===== src/rtl/seg7_scanner_if.sv =====
// Display bus between the CPU-side register writer and the 8-digit 7-segment scanner.
interface seg7_scanner_if;
  logic [31:0] hex;
  logic [7:0]  dp_mask;
  logic        load;
  logic [7:0]  an;
  logic [6:0]  seg;
  logic        dp;
  logic        frame_done;

  modport master (output hex, dp_mask, load, input an, seg, dp, frame_done);
  modport slave  (input hex, dp_mask, load, output an, seg, dp, frame_done);
endinterface


===== src/rtl/seg7_scanner.sv =====
// Time-multiplexed 8-digit 7-segment scanner; new words take effect only at frame boundaries.
// Optional leading-zero blanking: define SEG7_SCANNER_LZB_EN.
module seg7_scanner #(
  parameter int CLK_DIV = 16
) (
  input  logic          clk,
  input  logic          reset,
  seg7_scanner_if.slave bus
);
  localparam int PW = $clog2(CLK_DIV);

  typedef struct packed {
    logic [31:0] hex;
    logic [7:0]  dpMask;
  } dispWord_t;

  logic [PW-1:0] prescaler;
  logic [2:0]    digit, digitNext;
  logic          tick, wrap;
  dispWord_t     pending, display, dispNext;
  logic          pendingValid;
  logic [3:0]    nibble;
  logic [7:0]    anNext;
  logic [6:0]    segNext;
  logic          dpNext;

  function automatic logic [6:0] decode(input logic [3:0] n);
    case (n)
      4'h0: decode = 7'h40;  4'h1: decode = 7'h79;
      4'h2: decode = 7'h24;  4'h3: decode = 7'h30;
      4'h4: decode = 7'h19;  4'h5: decode = 7'h12;
      4'h6: decode = 7'h02;  4'h7: decode = 7'h78;
      4'h8: decode = 7'h00;  4'h9: decode = 7'h10;
      4'hA: decode = 7'h08;  4'hB: decode = 7'h03;
      4'hC: decode = 7'h46;  4'hD: decode = 7'h21;
      4'hE: decode = 7'h06;  default: decode = 7'h0E;
    endcase
  endfunction

  assign tick      = prescaler == PW'(CLK_DIV - 1);
  assign wrap      = tick && (digit == 3'd7);
  assign digitNext = tick ? digit + 3'd1 : digit;
  // Outputs for the first digit of a frame must already reflect the word committed on that edge.
  assign dispNext  = (wrap && pendingValid) ? pending : display;
  assign nibble    = dispNext.hex[4*digitNext +: 4];

`ifdef SEG7_SCANNER_LZB_EN
  logic [2:0] msd;
  logic       blank;

  always_comb begin
    msd = 3'd0;
    for (int i = 1; i < 8; i++)
      if (dispNext.hex[4*i +: 4] != 4'h0) msd = 3'(i);
  end

  // Digit 0 is never above msd, so an all-zero word still shows a single "0".
  assign blank = digitNext > msd;

  always_comb begin
    anNext  = ~(8'b1 << digitNext);
    segNext = decode(nibble);
    dpNext  = ~dispNext.dpMask[digitNext];
    if (blank) begin
      anNext  = 8'hFF;
      segNext = 7'h7F;
      dpNext  = 1'b1;
    end
  end
`else
  always_comb begin
    anNext  = ~(8'b1 << digitNext);
    segNext = decode(nibble);
    dpNext  = ~dispNext.dpMask[digitNext];
  end
`endif

  always_ff @(posedge clk or posedge reset) begin
    if (reset) begin
      prescaler      <= '0;
      digit          <= '0;
      pending        <= '0;
      pendingValid   <= 1'b0;
      display        <= '0;
      bus.an         <= 8'hFE;
      bus.seg        <= 7'h40;
      bus.dp         <= 1'b1;
      bus.frame_done <= 1'b0;
    end else begin
      prescaler      <= tick ? '0 : prescaler + 1'b1;
      digit          <= digitNext;
      display        <= dispNext;
      bus.frame_done <= wrap;
      // A load on the commit edge lands in pending after the old word has moved to display.
      if (bus.load) begin
        pending      <= {bus.hex, bus.dp_mask};
        pendingValid <= 1'b1;
      end else if (wrap) begin
        pendingValid <= 1'b0;
      end
      if (tick) begin
        bus.an  <= anNext;
        bus.seg <= segNext;
        bus.dp  <= dpNext;
      end
    end
  end
endmodule


===== src/flat_wrapper.sv =====
// flat-port wrapper written by rule: the top's interface ports become plain ports
module seg7_scanner_flat 
#(
  parameter int CLK_DIV = 16
)
  (clk, reset, bus_hex, bus_dp_mask, bus_load, bus_an, bus_seg, bus_dp, bus_frame_done);
  seg7_scanner_if bus_i ();
  input  logic clk;
  input  logic reset;
  input wire logic [$bits(bus_i.hex)-1:0] bus_hex;
  input wire logic [$bits(bus_i.dp_mask)-1:0] bus_dp_mask;
  input wire logic [$bits(bus_i.load)-1:0] bus_load;
  output wire logic [$bits(bus_i.an)-1:0] bus_an;
  output wire logic [$bits(bus_i.seg)-1:0] bus_seg;
  output wire logic [$bits(bus_i.dp)-1:0] bus_dp;
  output wire logic [$bits(bus_i.frame_done)-1:0] bus_frame_done;
  assign bus_i.hex = bus_hex;
  assign bus_i.dp_mask = bus_dp_mask;
  assign bus_i.load = bus_load;
  assign bus_an = bus_i.an;
  assign bus_seg = bus_i.seg;
  assign bus_dp = bus_i.dp;
  assign bus_frame_done = bus_i.frame_done;
  seg7_scanner #(.CLK_DIV(CLK_DIV)) u_core (.clk(clk), .reset(reset), .bus(bus_i));
endmodule

===== config.mk =====
export PLATFORM = sky130hd
export DESIGN_NAME = seg7_scanner_flat
export DESIGN_NICKNAME = d
export VERILOG_FILES = /design/src/rtl/seg7_scanner_if.sv /design/src/rtl/seg7_scanner.sv /design/src/flat_wrapper.sv
export SDC_FILE = /design/constraint.sdc
export NUM_CORES = 1
export LEC_CHECK = 0
export ABC_AREA = 1
export CAP_MARGIN = 20
export CELL_PAD_IN_SITES_DETAIL_PLACEMENT = 1
export CELL_PAD_IN_SITES_GLOBAL_PLACEMENT = 1
export CORE_AREA = 2 2 94 119
export DETAILED_ROUTE_END_ITERATION = 7
export DIE_AREA = 0 0 96 121
export PLACE_DENSITY_LB_ADDON = 0.08
export SETUP_SLACK_MARGIN = 0.05
export SYNTH_ARGS = -nofsm -noshare
export SYNTH_HDL_FRONTEND = slang
export SYNTH_SLANG_ARGS = --single-unit

===== constraint.sdc =====
create_clock -name clk -period 4.7 [get_ports clk]
set_input_delay 0.705 -clock clk [delete_from_list [all_inputs] [get_ports clk]]
set_output_delay 0.705 -clock clk [all_outputs]
set_load 0.03 [all_outputs]

* Yosys cells after proc, flatten, opt, wreduce, memory -nomap -nowiden
Memory sizes are Yosys's and may differ from the RTL's. A register that Yosys moved wholly into a read port is not among the register bits.
Cells that the tools add are included.
** Word-level totals
- Bits in registers :: 98
- ROM bits :: 112
- Word-level logic and storage cells :: 30
- Memories kept :: 1
** Operators by class
- $add $sub $neg :: 2
- Order comparisons :: 1
- Equality and inequality tests :: 2
- Shifts and indexed selects :: 2
- Muxes and demuxes :: 7
- Bitwise operators :: 2
- Reduce and logical (&&, ||, !) cells :: 3
** Memories
- (name not given) :: words 16, bits a word 7, rd ports 1, clocked after memory_dff 1, wr ports 0, RTL line seg7_scanner.sv:28 : case (n)
** Operator list (count)
- 40-bit two-way mux :: 1
- 32-bit by 6-bit indexed part select with 4-bit output :: 1
- 8-bit NOT :: 1
- 1-bit by 3-bit left shift with 8-bit output (first input constant) :: 1
- 4-bit by 1-bit adder with 4-bit output (second input constant) :: 1
- 4-bit == test (second input constant) :: 1
- 3-bit by 4-bit < comparator with 1-bit output (second input constant) :: 1
- 4-bit two-way mux :: 1
- 3-bit by 1-bit adder with 3-bit output (second input constant) :: 1
- 1-bit binary-select mux with 3-bit select :: 1
- 3-bit == test (second input constant) :: 1
- 1-bit two-way mux :: 3
- 3-bit two-way mux :: 1
- 1-bit logical AND :: 2
- 2-bit nonzero test :: 1
- 1-bit NOT :: 1

* Logic depth before layout (Yosys ltp)
- Depth after elaboration :: 7
- Mapped depth :: 20

* Worst setup path after synthesis
OpenSTA, ideal clock, no wires.
- Path type :: reg2reg
- Start point :: register u_core.digit[0]
- End point :: register u_core.bus.seg[3]
- Setup time :: 0.117 ns
- Arrival time :: 2.328 ns
- Data required time :: 4.583 ns
- Path slack :: 2.255 ns
- Stages on the path, launching flop included :: 18
- Path through :: dfrtp_1 -> ha_1 -> ha_1 -> or2_1 -> buf_2 -> o21ai_4 -> inv_2 -> a21oi_1 -> nand3_1 -> nand2_1 -> inv_1 -> ha_1 -> nand3_1 -> nand2_1 -> nand2_1 -> nand2_1 -> nand2_1 -> nand2_1
** On the way
- Elaborated cells on any way between the ends :: 7
- Classes of those cells :: add/sub: 1; eq/ne: 1; shift: 1; mux: 2; reduce/logical: 2
** RTL lines
- from (decl) :: RTL line seg7_scanner.sv:18 : logic [2:0] digit, digitNext;
- from (signal assigned) :: RTL line seg7_scanner.sv:91 : digit <= digitNext;
- 3-bit by 1-bit adder with 3-bit output :: RTL line seg7_scanner.sv:42 : assign digitNext = tick ? digit + 3'd1 : digit;
- 3-bit two-way mux :: RTL line seg7_scanner.sv:42
- named net u_core.digitNext[2] :: RTL line seg7_scanner.sv:18
- 32-bit by 6-bit indexed part select with 4-bit output :: RTL line seg7_scanner.sv:45 : assign nibble = dispNext.hex[4*digitNext +: 4];
- to (decl) :: RTL line seg7_scanner_if.sv:12 : modport slave (input hex, dp_mask, load, output an, seg, dp, frame_done);
The timed path passes the listed nets, and every way through them passes these cells.
A chain may end at the register's enable or synchronous reset.

==> metrics.json <==
{
  "run_status": "completed",
  "critical-path-max-stage-delay_ns": 0.64,
  "antenna_diodes": 0,
  "slew_headroom": 0.381,
  "antenna_violating_nets_post_route": 0,
  "synth_area_per_cell_um2": 8.68,
  "post-route-cell-area_um2": 5610,
  "fillCellCount": 1224,
  "mostFrequentLayoutCell": "sky130_fd_sc_hd__nand2_1",
  "antenna_violations_before_repair": 0,
  "final_setup_violations": 0,
  "hold_path_end": "u_core.display[22]$_DFF_PP0_",
  "final.setup_skew_ns": 0.00782,
  "fp.dieH_um": 121,
  "max_freq_mhz": 273,
  "synth_enable_flop_cells": 0,
  "total_leakage_power_uw": 0.00279,
  "timing.critical_path.max_delay_family": "simple AND/OR/NAND/NOR gates",
  "utilization": 0.537,
  "via_count_of_the_first_global_routing_pass": 3837,
  "routed_wire_length_per_instance_um": 15.3,
  "worstPathCellList": "ha_1, nand2_2, nor2_8, nand3_4, o21ai_1, nand2_1, nand3_1, nor2_1, nor2_1, ha_1, nand3_1, nand2_1, nand2_1, nand2_1, nand2_1, nand2_1",
  "viasPerCell": 4.98,
  "globalRouteTotalUtil": 0.211,
  "hold_crit_start": "u_core.display[22]$_DFF_PP0_",
  "dp_hpwl_mm": 7.74,
  "timing.critical_path.required_ns": 4.98,
  "vias": 3607,
  "nature_of_the_critical_path_endpoint": "flop",
  "synthesis.yosys.warnings": 0,
  "async_reset_ff_frac": 1.00,
  "holdWs_ns": 0.474,
  "postSynthRegisterBits": 105,
  "pre_cts_worst_setup_slack_ns": 1.04,
  "most_frequently_used_flop_master_after_synthesis": "sky130_fd_sc_hd__dfrtp_1",
  "port_buffers": 59,
  "ys_seq_area_frac": 0.568,
  "routed_wl_mm": 11.1,
  "netlist.top_cell.by_area": "sky130_fd_sc_hd__dfrtp_1",
  "cts_setup_buffers": 0,
  "synth_nets": 587,
  "die-area_um2": 11600,
  "drt_iter0_markers": 144,
  "timing.critical_path.mode_cell": "sky130_fd_sc_hd__nand2_1",
  "hold_depth": 2,
  "layout_setup_ws_ns": 1.04,
  "critical_path_peak_fanout": 72,
  "layout_min_cycle_time_ns": 3.66,
  "rsz_0062_raised_after_global_routing": "no",
  "maxSlewViolCount": 0,
  "slowest_stage": "sky130_fd_sc_hd__nand3_4",
  "finalSetupTns_ns": 0,
  "crit-reg2reg-capture": "u_core.bus.seg[3]$_DFFE_PP0N_",
  "critical_path_buf_inv_count": 0,
  "layout-drive-gt1-share": 0.0944,
  "timing.final.crit_share": 0.779,
  "tightest_slew_ns": 0.929,
  "die_width_um": 96,
  "clkSlewWorstSetupHoldPaths_ns": 0.06,
  "post_synth_instance_area_um2": 4640,
  "row_count": 42,
  "place_area_um2": 5320,
  "leading_post_synthesis_cells_by_cell_area": "sky130_fd_sc_hd__dfrtp_1 52%, sky130_fd_sc_hd__nand2_1 15%, sky130_fd_sc_hd__dfstp_2 5.1%",
  "cts_max_path_buffers": 2,
  "drt_drc_violations_left": 0,
  "detailedRoute.firstPassIterationCount": 4,
  "tritoncts.num_buffers": 9,
  "grt_start_max_net_pins": 75,
  "hold_path_class": "reg2reg",
  "most-common-layout-cells": "187 x sky130_fd_sc_hd__nand2_1, 96 x sky130_fd_sc_hd__dfrtp_1, 58 x sky130_fd_sc_hd__clkdlybuf4s50_1, 55 x sky130_fd_sc_hd__inv_1, 33 x sky130_fd_sc_hd__o21ai_0",
  "place.gp.congestion": 0.830,
  "crit_type": "reg2reg",
  "ir_worst_vdd_v": 0.000165,
  "postSynthCellCount": 535,
  "regToRegStartpoint": "u_core.prescaler[0]$_DFF_PP0_",
  "number_of_hold_slack_violations_in_the_final_timing_report": 0,
  "core_area_um2": 10500,
  "p_per_area_nw_per_um2": 320,
  "areaGrowthSynthToFinish_pct": 20.8,
  "cts_sinks": 105,
  "h-tree-depth": 3,
  "worstRegToRegCells": 16,
  "yosys.cell_types.count": 31,
  "clk-insertion-delay-late_ns": 0.34,
  "io_pins": 60,
  "regToRegSetupSlack_ns": 1.04,
  "clock_tree.root_cell": "sky130_fd_sc_hd__clkbuf_16",
  "cts_tree": "built",
  "grt_overflow": 0,
  "cts_hold_buf": 0,
  "cap_viol_max_count": 0,
  "global_route_wire_length_before_repair_mm": 18.9,
  "synth_top_cell_area_share": 0.517,
  "floorplan.initialDensity": 0.444,
  "finalNetCount": 640,
  "critPathArrivalTime_ns": 3.94,
  "cts_repair_resize_count": 0,
  "worstSetupStartpointType": "flop"
}
sequential cells by signal, indices dropped and copies added, names as in the netlist:
| name | flops |
|---|---|
| u_core.prescaler | 4 |
| u_core.bus.frame_done | 1 |
| u_core.pending | 40 |
| u_core.bus.seg | 7 |
| u_core.bus.dp | 1 |
| u_core.digit | 3 |
| u_core.bus.an | 8 |
| u_core.display | 40 |
| u_core.pendingValid | 1 |
final cells by class:
type                    count  area (µm²)  share of cell area
clock buffers              13         250              0.0446
clock inverters             3        40.0             0.00713
inverters                  63         239              0.0426
multi-input cells         347        1670               0.298
flip-flops and latches    105        2640               0.470
well taps                 132         165              0.0294
repair buffers             62         608               0.108
power breakdown:
part	total (µW)	switching, µW	internal (µW)
Clock	748	321	427
Combinational	103	57.9	45.5
Sequential	944	10.4	934
Total	1800	389	1410
metal layers:
metal  up-vias  wire length, µm  track usage
li1       1794                -            -
met1      1753             5040        0.270
met2        45             5620        0.362
met3        15              295       0.0298
met4         0              173       0.0696
met5         -                0            0
synthesized netlist by cell type (2+ instances only):
library cell and number:
sky130_fd_sc_hd__nand2_1 187, sky130_fd_sc_hd__dfrtp_1 96, sky130_fd_sc_hd__inv_1 56, sky130_fd_sc_hd__o21ai_0 33, sky130_fd_sc_hd__nand3_1 31, sky130_fd_sc_hd__o21ai_1 31
sky130_fd_sc_hd__o22ai_1 11, sky130_fd_sc_hd__clkbuf_1 10, sky130_fd_sc_hd__nor2_1 10, sky130_fd_sc_hd__dfstp_2 9, sky130_fd_sc_hd__ha_1 9, sky130_fd_sc_hd__nand2_2 8
sky130_fd_sc_hd__a21oi_1 7, sky130_fd_sc_hd__buf_2 7, sky130_fd_sc_hd__inv_2 7, sky130_fd_sc_hd__o21ai_2 5, sky130_fd_sc_hd__buf_6 2, sky130_fd_sc_hd__nand4_1 2
sky130_fd_sc_hd__nor2_2 2
through the flow:
stage	std cells	total power [µW]
3_5_place_dp	709	1070
3_3_place_gp	709	1060
4_1_cts	725	1810
5_1_grt	725	1860
2_1_floorplan	535	1010
6_report	725	1800
cell families after synthesis:
| logic type | Yosys count | synth area share |
|---|---|---|
| adders and majority gates | 9 | 0.0242 |
| AOI/OAI and AO/OA | 89 | 0.106 |
| xor gates and xnor gates | 1 | 0.00189 |
| and+or+nand+nor | 248 | 0.228 |
| DFF | 105 | 0.568 |
| buffers and inverters | 83 | 0.0722 |
worst min-delay path: stages (launching register included):
cell	delay (ns)
sky130_fd_sc_hd__dfrtp_1	0.32
sky130_fd_sc_hd__nand2_1	0.05
sky130_fd_sc_hd__nand2_1	0.07
how the worst max path moves through the flow:
stage | startpoint | endpoint | slack [ns] | depth (start not counted)
detailed placement | u_core.prescaler[0]$_DFF_PP0_ | u_core.bus.seg[3]$_DFFE_PP0N_ | 1.04 | 16
finish | u_core.prescaler[0]$_DFF_PP0_ | u_core.bus.seg[3]$_DFFE_PP0N_ | 1.04 | 16
global route | u_core.prescaler[0]$_DFF_PP0_ | u_core.bus.seg[3]$_DFFE_PP0N_ | 0.62 | 16
global placement | u_core.prescaler[0]$_DFF_PP0_ | u_core.bus.seg[3]$_DFFE_PP0N_ | 1.31 | 16
CTS | u_core.prescaler[0]$_DFF_PP0_ | u_core.bus.seg[3]$_DFFE_PP0N_ | 0.98 | 16
floorplan | reset | u_core.bus.an[0]$_DFFE_PP0N_ | 1.25 | 1
(Power assumes the default switching activity.)
